### src/rtl/blink_pkg.sv
// Shared encodings for the LED sequencer: switch-mode codes, FSM states and bounce direction.
package blink_pkg;

    localparam logic [1:0] MODE_OFF    = 2'b00;
    localparam logic [1:0] MODE_BLINK  = 2'b01;
    localparam logic [1:0] MODE_CHASE  = 2'b10;
    localparam logic [1:0] MODE_BOUNCE = 2'b11;

    // State encoding equals the switch encoding so a synchronised SW value maps directly.
    typedef enum logic [1:0] {
        S_OFF    = MODE_OFF,
        S_BLINK  = MODE_BLINK,
        S_CHASE  = MODE_CHASE,
        S_BOUNCE = MODE_BOUNCE
    } state_e;

    localparam logic DIR_LEFT  = 1'b0;
    localparam logic DIR_RIGHT = 1'b1;

    function automatic state_e mode_to_state(input logic [1:0] mode);
        return state_e'(mode);
    endfunction

endpackage

### src/rtl/tick_prescaler.sv
// Divides the board clock into a one-cycle tick every TICK_DIV cycles.
module tick_prescaler #(
    parameter int unsigned TICK_DIV = 25000000
) (
    input  logic CLOCK_50,
    input  logic KEY,
    output logic tick
);

    localparam int unsigned CW = (TICK_DIV > 1) ? $clog2(TICK_DIV) : 1;
    localparam logic [CW-1:0] LAST = CW'(TICK_DIV - 1);

    logic [CW-1:0] count_q, count_d;

    always_comb begin
        count_d = (count_q == LAST) ? '0 : count_q + CW'(1);
    end

    always_ff @(posedge CLOCK_50 or negedge KEY) begin
        if (!KEY) begin
            count_q <= '0;
        end else begin
            count_q <= count_d;
        end
    end

    assign tick = (count_q == LAST);

endmodule

### src/rtl/blink_sequencer.sv
// Tick-driven LED pattern sequencer (off / blink / chase / bounce) selected by SW.
// Optional BLINK_SEQ_PWM_EN adds SW_DUTY and a 16-step PWM dimmer on LEDG.
module blink_sequencer #(
    parameter int unsigned TICK_DIV = 25000000,
    parameter int unsigned N_LED    = 8
) (
    input  logic             CLOCK_50,
    input  logic             KEY,
    input  logic [1:0]       SW,
`ifdef BLINK_SEQ_PWM_EN
    input  logic [3:0]       SW_DUTY,
`endif
    output logic [N_LED-1:0] LEDG,
    output logic             tick
);

    import blink_pkg::*;

    localparam logic [N_LED-1:0] PAT_FIRST = {{(N_LED-1){1'b0}}, 1'b1};

    logic [1:0]       sw_meta_q, sw_s_q;
    state_e           state_q, sw_state;
    logic [N_LED-1:0] pattern_q;
    logic             dir_q;

    tick_prescaler #(
        .TICK_DIV (TICK_DIV)
    ) u_tick_prescaler (
        .CLOCK_50 (CLOCK_50),
        .KEY      (KEY),
        .tick     (tick)
    );

    always_ff @(posedge CLOCK_50 or negedge KEY) begin
        if (!KEY) begin
            sw_meta_q <= MODE_OFF;
            sw_s_q    <= MODE_OFF;
        end else begin
            sw_meta_q <= SW;
            sw_s_q    <= sw_meta_q;
        end
    end

    assign sw_state = mode_to_state(sw_s_q);

    // A mode change loads the new state's seed pattern; it does not also step.
    always_ff @(posedge CLOCK_50 or negedge KEY) begin
        if (!KEY) begin
            state_q   <= S_OFF;
            pattern_q <= '0;
            dir_q     <= DIR_LEFT;
        end else if (tick) begin
            if (sw_state != state_q) begin
                state_q <= sw_state;
                dir_q   <= DIR_LEFT;
                unique case (sw_state)
                    S_OFF:    pattern_q <= '0;
                    S_BLINK:  pattern_q <= '1;
                    S_CHASE:  pattern_q <= PAT_FIRST;
                    S_BOUNCE: pattern_q <= PAT_FIRST;
                endcase
            end else begin
                unique case (state_q)
                    S_OFF:   pattern_q <= '0;
                    S_BLINK: pattern_q <= ~pattern_q;
                    S_CHASE: pattern_q <= {pattern_q[N_LED-2:0], pattern_q[N_LED-1]};
                    S_BOUNCE: begin
                        // Turn around on the step that lands on an end LED.
                        if (dir_q == DIR_LEFT) begin
                            pattern_q <= pattern_q << 1;
                            if (pattern_q[N_LED-2]) dir_q <= DIR_RIGHT;
                        end else begin
                            pattern_q <= pattern_q >> 1;
                            if (pattern_q[1]) dir_q <= DIR_LEFT;
                        end
                    end
                endcase
            end
        end
    end

`ifdef BLINK_SEQ_PWM_EN
    logic [3:0] duty_meta_q, duty_s_q, pwm_cnt_q;

    always_ff @(posedge CLOCK_50 or negedge KEY) begin
        if (!KEY) begin
            duty_meta_q <= '0;
            duty_s_q    <= '0;
            pwm_cnt_q   <= '0;
        end else begin
            duty_meta_q <= SW_DUTY;
            duty_s_q    <= duty_meta_q;
            pwm_cnt_q   <= pwm_cnt_q + 4'd1;
        end
    end

    assign LEDG = pattern_q & {N_LED{pwm_cnt_q <= duty_s_q}};
`else
    assign LEDG = pattern_q;
`endif

endmodule
### config.mk
export PLATFORM = sky130hd
export DESIGN_NAME = blink_sequencer
export DESIGN_NICKNAME = d
export VERILOG_FILES = /design/src/rtl/blink_pkg.sv /design/src/rtl/tick_prescaler.sv /design/src/rtl/blink_sequencer.sv
export SDC_FILE = /design/constraint.sdc
export NUM_CORES = 1
export LEC_CHECK = 0
export BUFFER_PORTS_ARGS = -buffer_cell sky130_fd_sc_hd__buf_4
export CORE_MARGIN = 5
export CORE_UTILIZATION = 54
export CTS_CLUSTER_SIZE = 12
export DETAILED_ROUTE_END_ITERATION = 6
export PLACE_DENSITY = 0.83
export SLEW_MARGIN = 20
export SYNTH_ARGS = -nofsm -noshare
export SYNTH_HDL_FRONTEND = slang
export SYNTH_SLANG_ARGS = --single-unit
### constraint.sdc
create_clock -name CLOCK_50 -period 1.7 [get_ports CLOCK_50]
set_input_delay 0 -clock CLOCK_50 [delete_from_list [all_inputs] [get_ports CLOCK_50]]
set_output_delay 0 -clock CLOCK_50 [all_outputs]
set_load 0.03 [all_outputs]
==> flow_summary.toml <==
[outcome]
status = "finished, violations left"
violations = "negative setup slack"

[power_and_ir_drop]
power_frac_comb_pct = 2.4
power_density_mw_per_mm2 = 664.6
p_seq_share_pct = 54.7
p_int_mw = 1.405
swShare_pct = 19.94
leakagePower_nw = 1.274
power_frac_clock_pct = 42.9
power.total_mw = 1.755
p_sw_mw = 0.3499
ir_drop_v = 0.0006172

[global_route]
grt_pass1_wl_mm = 7.879
grt_pass1_vias = 1713
grt_use_total_pct = 19.40
grt_antenna_before_repair = 0
grt_overflow = 0
grt_start_max_net_pins = 41

[critical_path]
setup.worst_path.start = "u_tick_prescaler.count_q[15]"
arrival_ns = 1.76
r2r-start = "u_tick_prescaler.count_q[15]"
crit_path_start_kind = "flop"
path_class = "reg -> out"
cp.required_ns = 1.70
cp_max_fo = 3
crit_path_end_kind = "primary output"

[floorplan]
rows = 22
io_pins = 13
core-area_mm2 = 0.003716
dieWidth_um = 72.23
die-area_mm2 = 0.005216
start_util_pct = 56.26
die_y_um = 72.23

[synth]
yosys_register_bits = 40
synth_warnings = 0
netlist_area_mm2 = 0.002091
synth_edf_count = 0
synth_seq_area_share_pct = 47.88
ys_types = 46
netlist_instances = 205
async_reset_ff_share_pct = 100.0
synth_nets = 210
synthFlopType = "dfrtp_1"
avgSynthCellArea_um2 = 10.20

[cts]
cts_num_sinks = 40
clk_pin_slew_ns = 0.08
cts_buffers = 5
root_buffer = "clkbuf_8"
clockBufferDepth = 2
htree_levels = 2
cts_tree = "done"
clock_latency_ns = 0.29

[detailed_routing]
drc = 0
vias = 1672
firstDrtPassIters = 4
drt_iter0_markers = 108
ant_nets = 0
routed_wl_mm = 4.562
viasPerCell = 5.573
wire_per_inst_um = 15.21

[sta]
finalSetupViolCount = 8
rsz0062_at_grt = "true"
slew_violations = 0
relSlewSlack_pct = 65.98
setup_ws_ns = -0.05806
fmax_mhz = 568.8
layout_min_cycle_time_ns = 1.758
fin_crit_sh_pct = 103.4
finalHoldViolations = 0
max_slew.worst_pin.slew_ns = 0.5092
worst_clock_skew_ns = 0.005234
hold-worst-slack_ns = 0.2140

[min_path]
min_path_type = "in -> async"

[final_layout]
diodes = 0
fin_util_pct = 71.08
nets = 256
layout-drive-gt1-share_pct = 31.75
finalInstanceArea_mm2 = 0.002641
area_growth_pct = 26.33

[placed_design]
dp_slack_ns = -0.1042
gp_congestion = 0.9102
placed_cell_area_mm2 = 0.002395
io_buffer_count = 12
dpl.hpwl_mm = 3.062

[job]
maxCapViolations = 0
## layout by cell type (no fill, tap or decap), types with 3 or more instances in the layout
master,n
inv_1,4
nand2_1,17
a22o_1,5
a21oi_2,7
xnor2_1,8
clkbuf_8,5
nand3_1,17
o21ai_0,8
dlygate4sd3_1,3
and3_1,5
nor2_1,20
xor2_1,12
buf_4,41
dfrtp_1,40
nand3_2,3
a21oi_1,4
buf_6,4
nand4_1,5
## metal layers
| layer | vias to the layer above | part of all wire [%] | wire length, µm | GRT usage (%) |
|---|---|---|---|---|
| met5 | - | 0 | 0 | 0 |
| met4 | 0 | 1.5 | 68 | 9.186 |
| met3 | 6 | 4.4 | 203 | 2.909 |
| met2 | 40 | 51 | 2318 | 31.85 |
| met1 | 813 | 43 | 1972 | 25.13 |
| li1 | 813 | - | - | - |
## power groups by stage
stage               sequential [mW]  combinational [mW]  clock, mW
global route                  0.961              0.0475      0.811
global placement              0.979              0.0361          0
detailed placement            0.979              0.0358          0
finish                        0.961              0.0413      0.753
CTS                           0.960              0.0412      0.769
floorplan                     0.978             0.00898          0
## repair_timing
item,4_1_cts,5_1_grt
endpoints found under the hold margin,42,0
setup buffers,2,4
hold buffers,3,0
pin swaps,5,7
endpoints found under the setup margin,10,22
cloned,0,0
gates resized for setup,3,11
## flip-flops by register name (all words and copies together) (netlist names)
name                      flops
dir_q                         1
state_q                       2
LEDG                          8
sw_s_q                        2
u_tick_prescaler.count_q     25
sw_meta_q                     2
## synthesized netlist by cell type, types with 3 or more instances
master / count / share of area, %
nand2_1: 17 / 3.1
and3_1: 5 / 1.5
nor2_1: 21 / 3.8
clkbuf_1: 4 / 0.72
nand4_1: 5 / 1.5
a21oi_1: 5 / 1.2
xor2_1: 12 / 5.0
buf_2: 3 / 0.72
inv_1: 5 / 0.90
o21ai_0: 8 / 1.9
a22o_1: 5 / 2.1
a21oi_2: 6 / 2.5
xnor2_1: 8 / 3.4
nand3_1: 18 / 4.3
dfrtp_1: 40 / 48
## cell families after synthesis
family | count (synthesis) | synth area share (%)
and+or+nand+nor | 91 | 25.97
DFF | 40 | 47.88
adders and majority gates | 1 | 0.5983
buffers and inverters | 15 | 3.590
muxes | 4 | 2.035
AOI/OAI and AO/OA | 34 | 11.55
xor gates and xnor gates | 20 | 8.378
## final cells by class
type | count | area, µm²
Clock inverter | 2 | 35.03
Clock buffer | 6 | 72.57
Multi-Input combinational cell | 150 | 1051
Timing Repair Buffer | 49 | 402.9
Sequential cell | 40 | 1001
Inverter | 5 | 18.77
Tap cell | 48 | 60.06
Fill cell | 266 | 1075
## per-stage QoR
step | TNS (ns) | std cells
floorplan | 0 | 205
global route | -1.102 | 300
global placement | -0.2844 | 283
detailed placement | -0.6786 | 283
CTS | -0.6427 | 296
finish | -0.4170 | 300
## worst paths after layout
path | endpoint | slack, ns | cells after the start
setup / recovery | tick | -0.06 | 5
hold / removal | sw_meta_q[1] | 0.21 | 2
setup reg to reg | LEDG[4] | -0.06 | 6
hold reg to reg | sw_s_q[1] | 0.37 | 0
max in group asynchronous | LEDG[4] | 1.14 | 2
min in group CLOCK_50 | sw_meta_q[1] | 0.36 | 2
## worst max-delay path, stage by stage (launching register included)
cell	delay (ns)
dfrtp_1	0.39
nor4b_2	0.31
nand4_2	0.18
or3_4	0.40
inv_2	0.07
buf_6	0.12
(Power assumes the default switching activity.)
